<file path="config.mk">
export PLATFORM = sky130hd
export DESIGN_NAME = uart_alu_interface
export DESIGN_NICKNAME = d
export VERILOG_FILES = /design/src/rtl/uart_pkg.sv /design/src/rtl/edge_rise.sv /design/src/rtl/uart_alu_interface.sv
export SDC_FILE = /design/constraint.sdc
export NUM_CORES = 1
export LEC_CHECK = 0
export ABC_AREA = 1
export CAP_MARGIN = 20
export CORE_MARGIN = 1.5
export CORE_UTILIZATION = 40
export CTS_CLUSTER_SIZE = 8
export DETAILED_ROUTE_END_ITERATION = 10
export PLACE_DENSITY = 0.75
export SETUP_SLACK_MARGIN = 0.2
export SYNTH_ARGS = -nofsm -noshare
export SYNTH_HDL_FRONTEND = slang
export SYNTH_SLANG_ARGS = --single-unit
</file>
<file path="constraint.sdc">
create_clock -name i_clock -period 3.05 [get_ports i_clock]
set_input_delay 0.305 -clock i_clock [delete_from_list [all_inputs] [get_ports i_clock]]
set_output_delay 0.305 -clock i_clock [all_outputs]
set_load 0.02 [all_outputs]
</file>
<file path="src/rtl/uart_pkg.sv">
// uart_pkg
// Shared definitions for the UART-ALU datapath: default widths and the
// one-hot state encodings used by the receiver/transmitter/sequencer blocks.
package uart_pkg;

    localparam int DEFAULT_DATA_WIDTH = 8;
    localparam int DEFAULT_OP_WIDTH   = 6;

    // One-hot sequencer states; each bit position is fixed so waveforms
    // read the same across the receiver, transmitter and sequencer.
    typedef enum logic [5:0] {
        WAIT_A  = 6'b000001,
        WAIT_B  = 6'b000010,
        WAIT_OP = 6'b000100,
        COMPUTE = 6'b001000,
        SEND    = 6'b010000,
        WAIT_TX = 6'b100000
    } alu_if_state_t;

endpackage

</file>
<file path="src/rtl/edge_rise.sv">
// edge_rise
// One-bit rising-edge detector. The history register resets to 1 so that a
// signal already high when reset releases does not produce an edge.
// Ports:
//   i_clock   system clock
//   i_reset   synchronous active-high reset
//   i_signal  level to watch
//   o_rise    high for the cycle in which i_signal is 1 and was 0 last cycle
module edge_rise (
    input  logic i_clock,
    input  logic i_reset,
    input  logic i_signal,
    output logic o_rise
);

    logic history;

    always_ff @(posedge i_clock) begin
        if (i_reset) begin
            history <= 1'b1;
        end else begin
            history <= i_signal;
        end
    end

    assign o_rise = i_signal & ~history;

endmodule

</file>
<file path="src/rtl/uart_alu_interface.sv">
// uart_alu_interface
// Sequencer between the UART receiver and transmitter. Gathers operand A,
// operand B and an opcode from three received bytes, presents them to the
// combinational ALU, registers the result and hands it to the transmitter
// with a one-cycle start pulse, then waits for the transmitter to finish.
// Ports:
//   i_clock, i_reset   clock and synchronous active-high reset
//   i_rx_done          receiver done level (acted on only at its rising edge)
//   i_rx_data          received byte, valid while i_rx_done is high
//   i_alu_result       combinational ALU result
//   i_tx_done          transmitter finished (level or pulse, rising edge used)
//   o_alu_a, o_alu_b   registered operands
//   o_alu_op           registered opcode (low OP_WIDTH bits of third byte)
//   o_tx_start         one-cycle start pulse to the transmitter
//   o_tx_data          registered result byte
module uart_alu_interface
    import uart_pkg::*;
#(
    parameter int DATA_WIDTH     = DEFAULT_DATA_WIDTH,
    parameter int OP_WIDTH       = DEFAULT_OP_WIDTH,
    parameter int TIMEOUT_CYCLES = 0
) (
    input  logic                  i_clock,
    input  logic                  i_reset,
    input  logic                  i_rx_done,
    input  logic [DATA_WIDTH-1:0] i_rx_data,
    input  logic [DATA_WIDTH-1:0] i_alu_result,
    input  logic                  i_tx_done,
    output logic [DATA_WIDTH-1:0] o_alu_a,
    output logic [DATA_WIDTH-1:0] o_alu_b,
    output logic [OP_WIDTH-1:0]   o_alu_op,
    output logic                  o_tx_start,
    output logic [DATA_WIDTH-1:0] o_tx_data
);

    // A zero timeout still needs a one-bit counter to keep the logic legal.
    localparam int CNT_RAW = $clog2(TIMEOUT_CYCLES + 1);
    localparam int CNT_W   = (CNT_RAW < 1) ? 1 : CNT_RAW;
    localparam bit TIMEOUT_EN = (TIMEOUT_CYCLES > 0);
    localparam logic [CNT_W-1:0] TIMEOUT_LAST = CNT_W'(TIMEOUT_CYCLES - 1);

    alu_if_state_t    state;
    alu_if_state_t    state_next;
    logic [CNT_W-1:0] timeout_cnt;
    logic             rx_event;
    logic             tx_event;
    logic             timeout_hit;
    logic             cap_a;
    logic             cap_b;
    logic             cap_op;
    logic             load_tx;
    logic             cnt_clear;
    logic             cnt_inc;

    edge_rise u_rx_edge (
        .i_clock  (i_clock),
        .i_reset  (i_reset),
        .i_signal (i_rx_done),
        .o_rise   (rx_event)
    );

    edge_rise u_tx_edge (
        .i_clock  (i_clock),
        .i_reset  (i_reset),
        .i_signal (i_tx_done),
        .o_rise   (tx_event)
    );

    assign timeout_hit = TIMEOUT_EN && (timeout_cnt == TIMEOUT_LAST);

    always_ff @(posedge i_clock) begin
        if (i_reset) begin
            state <= WAIT_A;
        end else begin
            state <= state_next;
        end
    end

    // Next-state and control decode. A byte event always beats the timeout,
    // and byte events outside the three capture states are simply dropped.
    // The start pulse is masked by reset so a reset in SEND never reaches
    // the transmitter.
    always_comb begin
        state_next = state;
        cap_a      = 1'b0;
        cap_b      = 1'b0;
        cap_op     = 1'b0;
        load_tx    = 1'b0;
        cnt_clear  = 1'b0;
        cnt_inc    = 1'b0;
        o_tx_start = 1'b0;
        case (state)
            WAIT_A: begin
                if (rx_event) begin
                    cap_a      = 1'b1;
                    cnt_clear  = 1'b1;
                    state_next = WAIT_B;
                end
            end
            WAIT_B: begin
                if (rx_event) begin
                    cap_b      = 1'b1;
                    cnt_clear  = 1'b1;
                    state_next = WAIT_OP;
                end else if (timeout_hit) begin
                    cnt_clear  = 1'b1;
                    state_next = WAIT_A;
                end else begin
                    cnt_inc    = TIMEOUT_EN;
                end
            end
            WAIT_OP: begin
                if (rx_event) begin
                    cap_op     = 1'b1;
                    cnt_clear  = 1'b1;
                    state_next = COMPUTE;
                end else if (timeout_hit) begin
                    cnt_clear  = 1'b1;
                    state_next = WAIT_A;
                end else begin
                    cnt_inc    = TIMEOUT_EN;
                end
            end
            COMPUTE: begin
                load_tx    = 1'b1;
                state_next = SEND;
            end
            SEND: begin
                o_tx_start = ~i_reset;
                state_next = WAIT_TX;
            end
            WAIT_TX: begin
                if (tx_event) begin
                    state_next = WAIT_A;
                end
            end
            default: begin
                state_next = WAIT_A;
            end
        endcase
    end

    // Inter-byte timeout counter; only ever advances in WAIT_B / WAIT_OP.
    always_ff @(posedge i_clock) begin
        if (i_reset) begin
            timeout_cnt <= '0;
        end else if (cnt_clear) begin
            timeout_cnt <= '0;
        end else if (cnt_inc) begin
            timeout_cnt <= timeout_cnt + CNT_W'(1);
        end
    end

    // Capture registers. Operands survive a timeout; the result holds until
    // the next COMPUTE.
    always_ff @(posedge i_clock) begin
        if (i_reset) begin
            o_alu_a   <= '0;
            o_alu_b   <= '0;
            o_alu_op  <= '0;
            o_tx_data <= '0;
        end else begin
            if (cap_a) begin
                o_alu_a <= i_rx_data;
            end
            if (cap_b) begin
                o_alu_b <= i_rx_data;
            end
            if (cap_op) begin
                o_alu_op <= i_rx_data[OP_WIDTH-1:0];
            end
            if (load_tx) begin
                o_tx_data <= i_alu_result;
            end
        end
    end

endmodule

</file>
==> results.sh <==
export IMPL_firstDrtPassIters=4
export IMPL_routedWlPerCell_um=11.5
export IMPL_ir_worst_vdd_uv=298
export IMPL_final_instance_count_excl_fill=277
export IMPL_grt_overflow_total=0
export IMPL_synth_edff_count=0
export IMPL_cellPowerDensity_nw_per_um2=484
export IMPL_diodes=0
export IMPL_worstMarginPinSlew_ns=0.755
export IMPL_synth_distinct_cells=22
export IMPL_slowest_stage="clkdlybuf4s50_1"
export IMPL_cts_sinks=38
export IMPL_skew_ns=0.00770
export IMPL_fp_dieH_um=63.8
export IMPL_p_total_w=0.00101
export IMPL_dieArea_um2=4070
export IMPL_worst_slack_ns=1.01
export IMPL_synth_most_common_cell="dfxtp_1"
export IMPL_final_net_count=250
export IMPL_route_vias_total=1277
export IMPL_avgViaCountPerCell=4.61
export IMPL_cts_made_buffers=5
export IMPL_path_max_fanout=3
export IMPL_ctsHtreeMaxLevel=2
export IMPL_dp_hpwl_um=2210
export IMPL_ys_warn_count=0
export IMPL_cts_tree="done"
export IMPL_cp_end_kind="output port"
export IMPL_area_growth_pct=41.3
export IMPL_die_w_um=63.8
export IMPL_post_route_period_util=0.670
export IMPL_path_buf_inv=2
export IMPL_clockRootBuffer="clkbuf_8"
export IMPL_drive_above_1_share=0.0909
export IMPL_async_flop_share=0
export IMPL_design_core_area_um2=3440
export IMPL_setup_viol=0
export IMPL_max_stage_delay_ns=0.61
export IMPL_post_cts_buffers=0
export IMPL_fin_setup_tns_ns=0
export IMPL_postRouteAntennaNets=0
export IMPL_hold_buffers=0
export IMPL_syn_nets=201
export IMPL_path_cells="inv_1, nand2_1, nor2_1, nand2_1, nor2_1, clkdlybuf4s50_1"
export IMPL_portBuffers=50
export IMPL_grt_max_degree=32
export IMPL_ys_flop_type="dfxtp_1"
export IMPL_synth_area_leaders="dfxtp_1, nor2_1, a21oi_1"
export IMPL_hp_class="register to register"
export IMPL_synth_seq_cells=38
export IMPL_critPathArrivalTime_ns=1.74
export IMPL_syn_area_um2=1480
export IMPL_synth_seq_area_share=0.514
export IMPL_synth_top_cell_by_area="dfxtp_1"
export IMPL_grt_pass1_vias=1240
export IMPL_min_period_ns=2.04
export IMPL_path_class="register to output port"
export IMPL_drv_cap=0
export IMPL_clkTransAtPathRegs_ns=0.07
export IMPL_grt_setup_unrepaired="false"
export IMPL_status="complete, no violations"
export IMPL_routed_wl_um=3180
export IMPL_clock_fmax_mhz=489
export IMPL_dp_cells=269
export IMPL_synth_common_cells="dfxtp_1, nor2_1, a21oi_1, o21ai_0, inv_1"
export IMPL_place_congestion=0.783
export IMPL_cp_required_ns=2.74
export IMPL_io_pins=51
export IMPL_rows=21
export IMPL_utilization=0.607
export IMPL_syn_avg_cell_area_um2=8.17
export IMPL_drtIter0Drc=76
export IMPL_syn_instance_count=181
export IMPL_leakage_nw=0.858
export IMPL_grt_util_all_layers=0.178
export IMPL_grt_pass1_wl_um=5530
export IMPL_synth_top_area_frac=0.514
export IMPL_start_kind="register"
export IMPL_cts_resized=0
export IMPL_crit_family="buffers and inverters"
export IMPL_hold_viol=0
export IMPL_slew_headroom=0.496
export IMPL_reg2reg_slack_ns=1.52
export IMPL_antenna_found_initial=0
export IMPL_slew_viol_final=0
export IMPL_start_util=0.430
export IMPL_drc_errors=0
export IMPL_cts_buffer_depth=2
export IMPL_pre_cts_ws_ns=1.08
export IMPL_fillCellCount=315
export IMPL_clk_latency_ns=0.29
==> per-layer routing <==
layer / GRT usage / wire, um / up-vias
met5: 0 / 0 / -
met4: 0.0897 / 61 / 0
met3: 0.0810 / 263 / 6
met2: 0.270 / 1400 / 41
met1: 0.211 / 1460 / 553
li1: - / - / 677
==> power by group <==
group          total (W)  switching [W]  leakage, nW  internal [W]
Clock           0.000418       0.000173       0.0524      0.000245
Sequential      0.000509     0.00000457        0.308      0.000505
Combinational  0.0000845      0.0000417        0.498     0.0000428
Total            0.00101       0.000219        0.858      0.000792
==> layout by cell type, fill, tap and decap left out <==
cell / n
o21ai_0: 20
bufinv_16: 1
inv_1: 18
nand2_1: 13
nor3_1: 2
a21oi_1: 20
o21ai_1: 10
nor2_2: 1
a21oi_2: 2
nor3_4: 1
clkbuf_1: 2
clkbuf_8: 5
nand4_1: 1
nor2_1: 34
nand3_1: 2
or2_2: 2
nand2_4: 2
nor2_4: 4
nand3_2: 2
dfxtp_1: 38
clkdlybuf4s50_1: 50
inv_2: 1
==> layout make-up <==
type | instances | area (um^2) | share of cell area
Clock buffer | 7 | 76.3 | 0.0365
Clock inverter | 1 | 30.0 | 0.0144
Inverter | 19 | 71.3 | 0.0341
Multi-Input combinational cell | 116 | 593 | 0.284
Sequential cell | 38 | 761 | 0.364
Tap cell | 46 | 57.6 | 0.0275
Timing Repair Buffer | 50 | 500 | 0.240
==> worst register-to-register path, cell delays in order, from the launching register on <==
cell and delay [ns]:
dfxtp_1 0.35, nor2_4 0.21, nand2_4 0.08, nor3_4 0.44
inv_1 0.17, nor2_1 0.12, nor2_1 0.05
==> state kept, by name (all words and copies together), names as in the netlist <==
signal,count
u_tx_edge.history,1
o_tx_data,8
o_alu_op,6
o_alu_b,8
state,6
o_alu_a,8
u_rx_edge.history,1
==> metrics by stage <==
| step | area [um^2] | hold WS, ns |
|---|---|---|
| after global routing | 2090 | 0.511 |
| after floorplan | 1480 | 0.397 |
| final | 2090 | 0.487 |
| after detailed placement | 1980 | 0.473 |
| after CTS | 2090 | 0.491 |
| after global placement | 1980 | 0.463 |
==> final timing paths <==
path / cells past startpoint / endpoint / startpoint
setup / recovery: 6 / o_tx_start / state[3]$_SDFFE_PP0P_
hold reg to reg: 2 / o_tx_data[4]$_SDFFE_PP0P_ / o_tx_data[4]$_SDFFE_PP0P_
hold / removal: 2 / o_tx_data[4]$_SDFFE_PP0P_ / o_tx_data[4]$_SDFFE_PP0P_
setup reg to reg: 6 / o_alu_a[7]$_SDFFE_PP0P_ / state[5]$_SDFFE_PP0P_
==> kinds of logic (layout without fill, tap and decap cells) <==
family | after synthesis | count (layout) | share of synthesized area
and+or+nand+nor | 64 | 64 | 0.220
buffers and inverters | 27 | 77 | 0.0846
AOI/OAI and AO/OA | 52 | 52 | 0.181
DFF | 38 | 38 | 0.514
Power figures use the tool's default switching activity.
